`src/rtl/irq_request_capture_pkg.sv`:
```
// Shared constants and types for the interrupt request capture stage.
package irq_request_capture_pkg;

  // Eight lines to match the downstream 8-input priority encoder
  localparam int N_IRQ = 8;
  localparam int IDX_W = 3;

  // Offer handshake FSM
  typedef enum logic [1:0] {
    IDLE  = 2'd0,
    OFFER = 2'd1,
    GAP   = 2'd2
  } state_t;

  // edge_mode encoding per line
  localparam logic EDGE  = 1'b1;
  localparam logic LEVEL = 1'b0;

endpackage

```
`src/rtl/irq_line_sync.sv`:
```
// Multi-stage synchroniser for all request lines plus a one-cycle history of
// the synchronised value, used for rising-edge detection downstream.
module irq_line_sync
  import irq_request_capture_pkg::*;
#(
  parameter int SYNC_STAGES = 2
) (
  input  logic             clk,
  input  logic             rst_n,
  input  logic [N_IRQ-1:0] irq_in,
  output logic [N_IRQ-1:0] s,
  output logic [N_IRQ-1:0] s_d
);

  // Stage 0 samples the raw pads; the last stage is the stable value
  logic [SYNC_STAGES-1:0][N_IRQ-1:0] sync_reg;
  logic [N_IRQ-1:0]                  s_d_reg;

  // Shift the raw lines through the synchroniser chain
  always_ff @(posedge clk or negedge rst_n) begin
    if (!rst_n) begin
      sync_reg <= '0;
    end else begin
      sync_reg <= {sync_reg[SYNC_STAGES-2:0], irq_in};
    end
  end

  // Remember the previous synchronised value for edge detection
  always_ff @(posedge clk or negedge rst_n) begin
    if (!rst_n) begin
      s_d_reg <= '0;
    end else begin
      s_d_reg <= sync_reg[SYNC_STAGES-1];
    end
  end

  assign s   = sync_reg[SYNC_STAGES-1];
  assign s_d = s_d_reg;

endmodule

```
`src/rtl/irq_request_capture.sv`:
```
// Captures eight asynchronous request lines into a pending register and
// offers a masked snapshot to the priority encoder under valid/ack.
// The encoder's winning index clears exactly one pending bit per handshake.
module irq_request_capture
  import irq_request_capture_pkg::*;
#(
  parameter int SYNC_STAGES = 2
) (
  input  logic             clk,
  input  logic             rst_n,
  input  logic [N_IRQ-1:0] irq_in,
  input  logic [N_IRQ-1:0] edge_mode,
  input  logic [N_IRQ-1:0] mask,
  output logic [N_IRQ-1:0] req_vec,
  output logic             req_valid,
  input  logic             ack,
  input  logic [IDX_W-1:0] grant_idx,
  output logic [N_IRQ-1:0] pending,
  output logic             ack_err
);

  logic [N_IRQ-1:0] s;
  logic [N_IRQ-1:0] s_d;
  logic [N_IRQ-1:0] set_vec;
  logic [N_IRQ-1:0] clr_vec;
  logic [N_IRQ-1:0] offerable;
  logic             offer_ack;

  state_t           state_reg, state_next;
  logic [N_IRQ-1:0] pending_reg, pending_next;
  logic [N_IRQ-1:0] req_vec_reg, req_vec_next;
  logic             req_valid_reg, req_valid_next;
  logic             ack_err_reg, ack_err_next;

  irq_line_sync #(
    .SYNC_STAGES (SYNC_STAGES)
  ) u_sync (
    .clk    (clk),
    .rst_n  (rst_n),
    .irq_in (irq_in),
    .s      (s),
    .s_d    (s_d)
  );

  // An ack only counts while an offer is outstanding
  assign offer_ack = (state_reg == OFFER) && ack;
  assign offerable = pending_reg & ~mask;

  // Per-line set (edge or level) and clear (granted bit of the held offer)
  generate
    for (genvar gi = 0; gi < N_IRQ; gi++) begin : g_line
      assign set_vec[gi] = (edge_mode[gi] == EDGE) ? (s[gi] & ~s_d[gi]) : s[gi];
      assign clr_vec[gi] = offer_ack && (grant_idx == IDX_W'(gi)) && req_vec_reg[gi];
    end
  endgenerate

  // Set wins over clear so an edge landing on the ack cycle is kept
  assign pending_next = set_vec | (pending_reg & ~clr_vec);

  // A grant pointing at an empty slot of the offer is flagged for one cycle
  assign ack_err_next = offer_ack && !req_vec_reg[grant_idx];

  // Offer FSM: snapshot in IDLE, hold during OFFER, one settle cycle in GAP
  always_comb begin
    state_next     = state_reg;
    req_vec_next   = req_vec_reg;
    req_valid_next = req_valid_reg;
    case (state_reg)
      IDLE: begin
        if (offerable != '0) begin
          req_vec_next   = offerable;
          req_valid_next = 1'b1;
          state_next     = OFFER;
        end
      end
      OFFER: begin
        if (ack) begin
          req_valid_next = 1'b0;
          state_next     = GAP;
        end
      end
      GAP: begin
        state_next = IDLE;
      end
      default: begin
        req_valid_next = 1'b0;
        state_next     = IDLE;
      end
    endcase
  end

  // State, pending and output registers
  always_ff @(posedge clk or negedge rst_n) begin
    if (!rst_n) begin
      state_reg     <= IDLE;
      pending_reg   <= '0;
      req_vec_reg   <= '0;
      req_valid_reg <= 1'b0;
      ack_err_reg   <= 1'b0;
    end else begin
      state_reg     <= state_next;
      pending_reg   <= pending_next;
      req_vec_reg   <= req_vec_next;
      req_valid_reg <= req_valid_next;
      ack_err_reg   <= ack_err_next;
    end
  end

  assign req_vec   = req_vec_reg;
  assign req_valid = req_valid_reg;
  assign pending   = pending_reg;
  assign ack_err   = ack_err_reg;

endmodule

```
`config.mk`:
```
export PLATFORM = sky130hd
export DESIGN_NAME = irq_request_capture
export DESIGN_NICKNAME = d
export VERILOG_FILES = /design/src/rtl/irq_request_capture_pkg.sv /design/src/rtl/irq_line_sync.sv /design/src/rtl/irq_request_capture.sv
export SDC_FILE = /design/constraint.sdc
export NUM_CORES = 1
export LEC_CHECK = 0
export BUFFER_PORTS_ARGS = -buffer_cell sky130_fd_sc_hd__buf_2
export CORE_ASPECT_RATIO = 0.8
export CORE_MARGIN = 5
export CORE_UTILIZATION = 45
export CTS_BUF_LIST = sky130_fd_sc_hd__clkbuf_8
export DETAILED_ROUTE_END_ITERATION = 8
export PLACE_DENSITY = 0.71
export SETUP_SLACK_MARGIN = 0.02
export SKIP_CTS_REPAIR_TIMING = 1
export SYNTH_ARGS = -nofsm -noshare
export SYNTH_HDL_FRONTEND = slang
export SYNTH_SLANG_ARGS = --single-unit
```
`constraint.sdc`:
```
create_clock -name clk -period 1.9 [get_ports clk]
set_input_delay 0.19 -clock clk [delete_from_list [all_inputs] [get_ports clk]]
set_output_delay 0.19 -clock clk [all_outputs]
set_load 0.005 [all_outputs]
```
==> results of run 1 <==
layer usage:
metal	GRT usage, %	routed length, um	share of wire (%)	vias to the layer above
li1	-	-	-	572
met1	19.6	1610	45	602
met2	22.8	1660	47	43
met3	4.57	285	8.0	2
met4	5.06	19	0.53	0
met5	0	0	0	-
worst register-to-register path, cell delays in order (launching register included):
cell and delay (ns):
dfrtp_1 0.40, nor2b_1 0.19, nor4_4 0.56, nand2_2 0.11, a22o_1 0.23
cells by family after synthesis:
family                 count (synthesis)  synth area share, %
multiplexers                           2                 2.70
flip-flops                            44                 66.1
buffers and inverters                  4                0.901
AO/OA/AOI/OAI                         20                 8.41
AND/OR/NAND/NOR                       60                 21.9
synth_stat cells:
cell      number
dfrtp_1       44
nand3_1       22
nand2_1       17
o21ai_0        9
a22o_1         8
nor2b_1        6
nor2b_4        4
clkbuf_1       3
mux4_2         2
nand4_1        2
nor2_1         2
nor4_4         2
a21o_2         1
a22o_2         1
and2_1         1
and2b_1        1
and3b_1        1
inv_1          1
nand2_2        1
nor3b_1        1
o22ai_1        1
worst max path at each step:
| stage | to | slack [ns] |
|---|---|---|
| floorplan | req_valid | 0.52 |
| global placement | req_valid | 0.36 |
| detailed placement | req_valid | 0.35 |
| CTS | req_valid | 0.33 |
| global route | req_valid | 0.22 |
| finish | req_valid | 0.31 |
cell type report:
class | count | area (um^2) | area share, %
clock inverter | 2 | 60.1 | 2.80
tap | 42 | 52.6 | 2.45
timing repair buffer | 54 | 305 | 14.3
sequential | 44 | 1100 | 51.4
multi-input combinational | 82 | 551 | 25.7
clock buffer | 5 | 68.8 | 3.21
inverter | 1 | 3.75 | 0.175
where the power goes:
| group | switching [mW] | internal [mW] | total, mW |
|---|---|---|---|
| clock | 0.299 | 0.517 | 0.816 |
| sequential | 0.179 | 1.09 | 1.27 |
| combinational | 0.246 | 0.262 | 0.509 |
| total | 0.724 | 1.87 | 2.59 |
stage by stage:
stage / std cells / worst slack, ns / total power, mW / hold WS (ns) / area [um^2]
floorplan: 130 / 0.521 / 1.53 / -0.106 / 1670
finish: 230 / 0.306 / 2.59 / 0.0116 / 2140
global route: 230 / 0.218 / 2.73 / 0.00383 / 2140
global placement: 216 / 0.362 / 1.78 / 0.298 / 1940
detailed placement: 216 / 0.349 / 1.79 / 0.300 / 1940
CTS: 223 / 0.327 / 2.60 / -0.0102 / 2070
==> reports/qor.yml, run 1 <==
status: "finished clean"
crit_buf_inv: 0
grt_overflow_total: 0
min_to: "u_sync.sync_reg[0]"
antenna_found_initial: 0
ys_ff_latch: 44
cts_max_level: 2
crit_slowest_cell: "nor4_4"
fp.dieArea_mm2: 0.00503
required_ns: 2.08
ant_nets: 0
fin_skew_ns: 0.00569
yosysWarnings: 0
worstPathArrival_ns: 1.77
synth.avg_cell_area_um2: 12.8
setup_viol: 0
routed_wl_mm: 3.57
reg2reg_slack_ns: 0.31
cp-start-kind: "flop"
final_cell_mix: "47 x buf_2, 44 x dfrtp_1, 22 x nand3_1"
pin_count: 48
synthesis.area_mm2: 0.00167
nets: 218
slowest_delay_ns: 0.56
fill_cells: 303
fmax_mhz: 627
netlist.area_leader.share_pct: 66.1
grt_pass1_vias: 1247
synth_cell_type_count: 21
area_growth_pct: 28.5
ir_worst_vdd_uv: 625
synth_nets: 160
io_buffers: 47
wl_per_cell_um: 15.5
max_slew.worst_pin.slew_ns: 0.953
drv_cap: 0
powerDensity_mw_per_mm2: 1210
core_mm2: 0.00349
final_common_cell: "buf_2"
reg2reg_to: "req_valid"
drc: 0
clk_latency_ns: 0.29
min_path_cells: 1
cp-end-kind: "flop"
timing.rr.start: "pending[7]"
grt_setup_unrepaired: "false"
crit_start: "pending[7]"
avgViaCountPerCell: 5.30
vias: 1219
hold_path.startpoint: "irq_in[0]"
yosysTopAreaCell: "dfrtp_1"
crit_type: "flop to flop"
synthCells: 130
ys_top_cells_by_area: "dfrtp_1 66%, nand3_1 6.6%, a22o_1 4.2%, nand2_1 3.8%, nor2b_4 3.3%"
rows: 19
cts-buffers-inserted: 5
hpwlAfterDp_mm: 2.57
drive_above_1_share_pct: 34.6
clock_sinks: 44
cts_tree: "yes"
grt_max_degree: 45
critPathTopFamily: "simple AND/OR/NAND/NOR gates"
initial_core_util_pct: 47.7
cp_max_fo: 9
drtPass1Iterations: 4
antenna_cells: 0
clk_pin_slew_ns: 0.08
slew-limit-headroom_pct: 36.5
die_x_um: 78.0
final_util_pct: 61.3
drt_iter0_drc: 47
hold_path.class: "input pin to flop"
place.gp.congestion: 0.867
cp.depth: 4
reg2reg_depth: 4
crit_chain: "nor2b_1 > nor4_4 > nand2_2 > a22o_1"
grtUsageTotal_pct: 14.7
yosysSeqAreaShare_pct: 66.1
slew_viol_final: 0
cts_buffer_depth: 2
hold_viol_final: 0
fin_crit_sh_pct: 83.9
p_leak_nw: 0.976
die_height_um: 64.4
fin_setup_tns_ns: 0
period_minus_slack_ns: 1.59
grt_pass1_wl_mm: 5.79
root_buffer: "clkbuf_8"
Power figures use the tool's default switching activity.
==> run 2: changes to the inputs <==
--- a/config.mk
+++ b/config.mk
@@ -11,7 +11,7 @@
 export CORE_UTILIZATION = 45
 export CTS_BUF_LIST = sky130_fd_sc_hd__clkbuf_8
 export DETAILED_ROUTE_END_ITERATION = 8
-export PLACE_DENSITY = 0.71
+export PLACE_DENSITY = 0.74
 export SETUP_SLACK_MARGIN = 0.02
 export SKIP_CTS_REPAIR_TIMING = 1
 export SYNTH_ARGS = -nofsm -noshare
==> constraint.sdc (replaced) <==
create_clock -name clk -period 1.4 [get_ports clk]
set_input_delay 0.14 -clock clk [delete_from_list [all_inputs] [get_ports clk]]
set_output_delay 0.14 -clock clk [all_outputs]
set_load 0.005 [all_outputs]
==> run 2 against run 1 <==
Critical path depth is the same; via count grew 3.0%; clock power up 15%; worst setup slack got worse by 0.25 ns; first-iteration DRC count grew 89%; sequential share of layout area fell by 1.7 points; register-to-register slack got worse by 0.25 ns; core utilization is 2.1 points higher; largest power group unchanged.
==> reports/qor.yml, run 2 (synthesis gave the netlist of run 1 again) <==
nets: 227  # +4.1%
cp-end-kind: "flop"
dpl.cell_count: 223  # +3.2%
fin_cells: 240  # +4.3%
drv_cap: 0  # unchanged
grt_setup_unrepaired: "true"
antenna_cells: 0  # unchanged
powerDensity_mw_per_mm2: 1570  # +29%
drive_above_1_share_pct: 37.9  # +3.3 points
wl_per_cell_um: 15.6  # +0.31%
drc: 0  # unchanged
clk_pin_slew_ns: 0.08  # about the same
place_ws_ns: 0.00973  # -0.339 ns
final_cell_mix: "47 x buf_2, 44 x dfrtp_1, 22 x nand3_1"
slew-limit-headroom_pct: 68.6  # +32 points
root_buffer: "clkbuf_8"
crit_type: "flop to flop"
critPathTopFamily: "simple AND/OR/NAND/NOR gates"
ir_worst_vdd_uv: 816  # +31%
grt_overflow_total: 0  # unchanged
combPwrFrac_pct: 25.3  # +5.7 points
fin_crit_sh_pct: 96.0  # +12 points
drtPass1Iterations: 6  # +2
regArea_mm2: 0.00110  # unchanged
hpwlAfterDp_mm: 2.81  # +9.2%
cp-start-kind: "flop"
grt_pass1_wl_mm: 5.98  # +3.3%
place.gp.congestion: 0.875  # +0.83%
io_buffers: 47  # unchanged
fill_cells: 289  # -4.6%
p_leak_nw: 1.02  # +4.1%
clk_latency_ns: 0.29  # about the same
final_common_cell: "buf_2"
crit_chain: "and3b_1 > and2_4 > nand4_1 > a22o_1"
grtUsageTotal_pct: 15.3  # +0.58 points
p_sw_mw: 1.03  # +42%
finalWorstSetupSlack_ns: 0.0567  # -0.249 ns
fin_skew_ns: 0.00186  # -0.00383 ns
intPower_mw: 2.44  # +31%
vias: 1256  # +3.0%
cts_buffer_depth: 2  # unchanged
fmax_mhz: 744  # +19%
fin_setup_tns_ns: 0  # unchanged
ant_nets: 0  # unchanged
die_height_um: 64.4  # unchanged
dpl_cell_area_mm2: 0.00201  # +3.3%
fp.dieArea_mm2: 0.00503  # unchanged
switching_share_pct: 29.6  # +1.7 points
max_slew.worst_pin.slew_ns: 0.471  # -0.482 ns
routed_wl_mm: 3.74  # +4.7%
design_area_mm2: 0.00222  # +3.5%
crit_buf_inv: 0  # unchanged
rows: 19  # unchanged
avgViaCountPerCell: 5.23  # -1.3%
cts-buffers-inserted: 5  # unchanged
cp_max_fo: 4  # -5
grt_pass1_vias: 1274  # +2.2%
pwr-share-clk_pct: 27.1  # -4.4 points
required_ns: 1.58  # -0.50 ns
period_minus_slack_ns: 1.34  # -0.251 ns
crit_slowest_cell: "dfrtp_1"
clock_sinks: 44  # unchanged
antenna_found_initial: 0  # unchanged
drt_iter0_drc: 89  # +89%
hold_viol_final: 0  # unchanged
setup_viol: 0  # unchanged
multiInputGateArea_um2: 554  # +0.68%
grt_max_degree: 27  # -40%
slowest_delay_ns: 0.38  # -0.18 ns
slew_viol_final: 0  # unchanged
die_x_um: 78.0  # unchanged
core_mm2: 0.00349  # unchanged
final_util_pct: 63.4  # +2.1 points
hold_path.class: "input pin to flop"
pin_count: 48  # unchanged
power_frac_seq_pct: 47.6  # -1.3 points
initial_core_util_pct: 47.7  # unchanged
cts_tree: "yes"
area_growth_pct: 33.0
status: "finished clean"
worstPathArrival_ns: 1.52  # -0.25 ns
cts_max_level: 2  # unchanged
run 2: changes by cell type in the layout (fill, tap and decap cells not counted), sizes merged:
cell,delta
clkinvlp,+1
clkinv,+1
dlygate4sd3,+2
bufinv,-1
buf,+7
run 2: routing by layer:
layer  track usage [%]  wire length [um]  vias to the layer above
met5                 0                 0                        -
met4              5.27                40                        0
met3              4.71               331                        4
met2              23.7              1830                       51
met1              20.5              1540                      608
li1                  -                 -                      593
run 2: worst min-delay path, stage by stage:
cell and delay, ns:
buf_2 0.09, nand2_1 0.05, a22o_1 0.10
run 2: final cells by class:
| type | count | share of cell area (%) |
|---|---|---|
| clock inverter | 3 | 1.92 |
| multi-input combinational | 82 | 25.0 |
| timing repair buffer | 63 | 17.8 |
| sequential | 44 | 49.7 |
| clock buffer | 5 | 3.10 |
| tap | 42 | 2.37 |
| inverter | 1 | 0.169 |
run 2: final timing paths:
| check | start | endpoint | slack [ns] | cells after the start |
|---|---|---|---|---|
| hold reg to reg | u_sync.sync_reg[6] | u_sync.s[6] | 0.35 | 0 |
| max in group asynchronous | rst_n | u_sync.s_d[2] | 0.58 | 3 |
| setup reg to reg | state_reg[1] | pending[7] | 0.06 | 4 |
| setup / recovery | state_reg[1] | pending[7] | 0.06 | 4 |
| hold / removal | edge_mode[6] | pending[6] | 0.13 | 3 |
| min in group asynchronous | rst_n | req_vec[5] | 0.33 | 2 |
run 2: per-stage QoR:
stage | total power, mW | hold WS (ns)
6_report | 3.47 | 0.135
5_1_grt | 3.68 | 0.136
3_5_place_dp | 2.54 | 0.122
2_1_floorplan | 2.08 | -0.156
4_1_cts | 3.48 | -0.191
3_3_place_gp | 2.49 | 0.115
run 2: power by group through the flow:
stage / logic [mW] / registers [mW] / clock network (mW)
6_report: 0.879 / 1.65 / 0.941
4_1_cts: 0.860 / 1.66 / 0.961
3_3_place_gp: 0.818 / 1.67 / 0
3_5_place_dp: 0.858 / 1.68 / 0
5_1_grt: 0.969 / 1.69 / 1.02
2_1_floorplan: 0.418 / 1.66 / 0
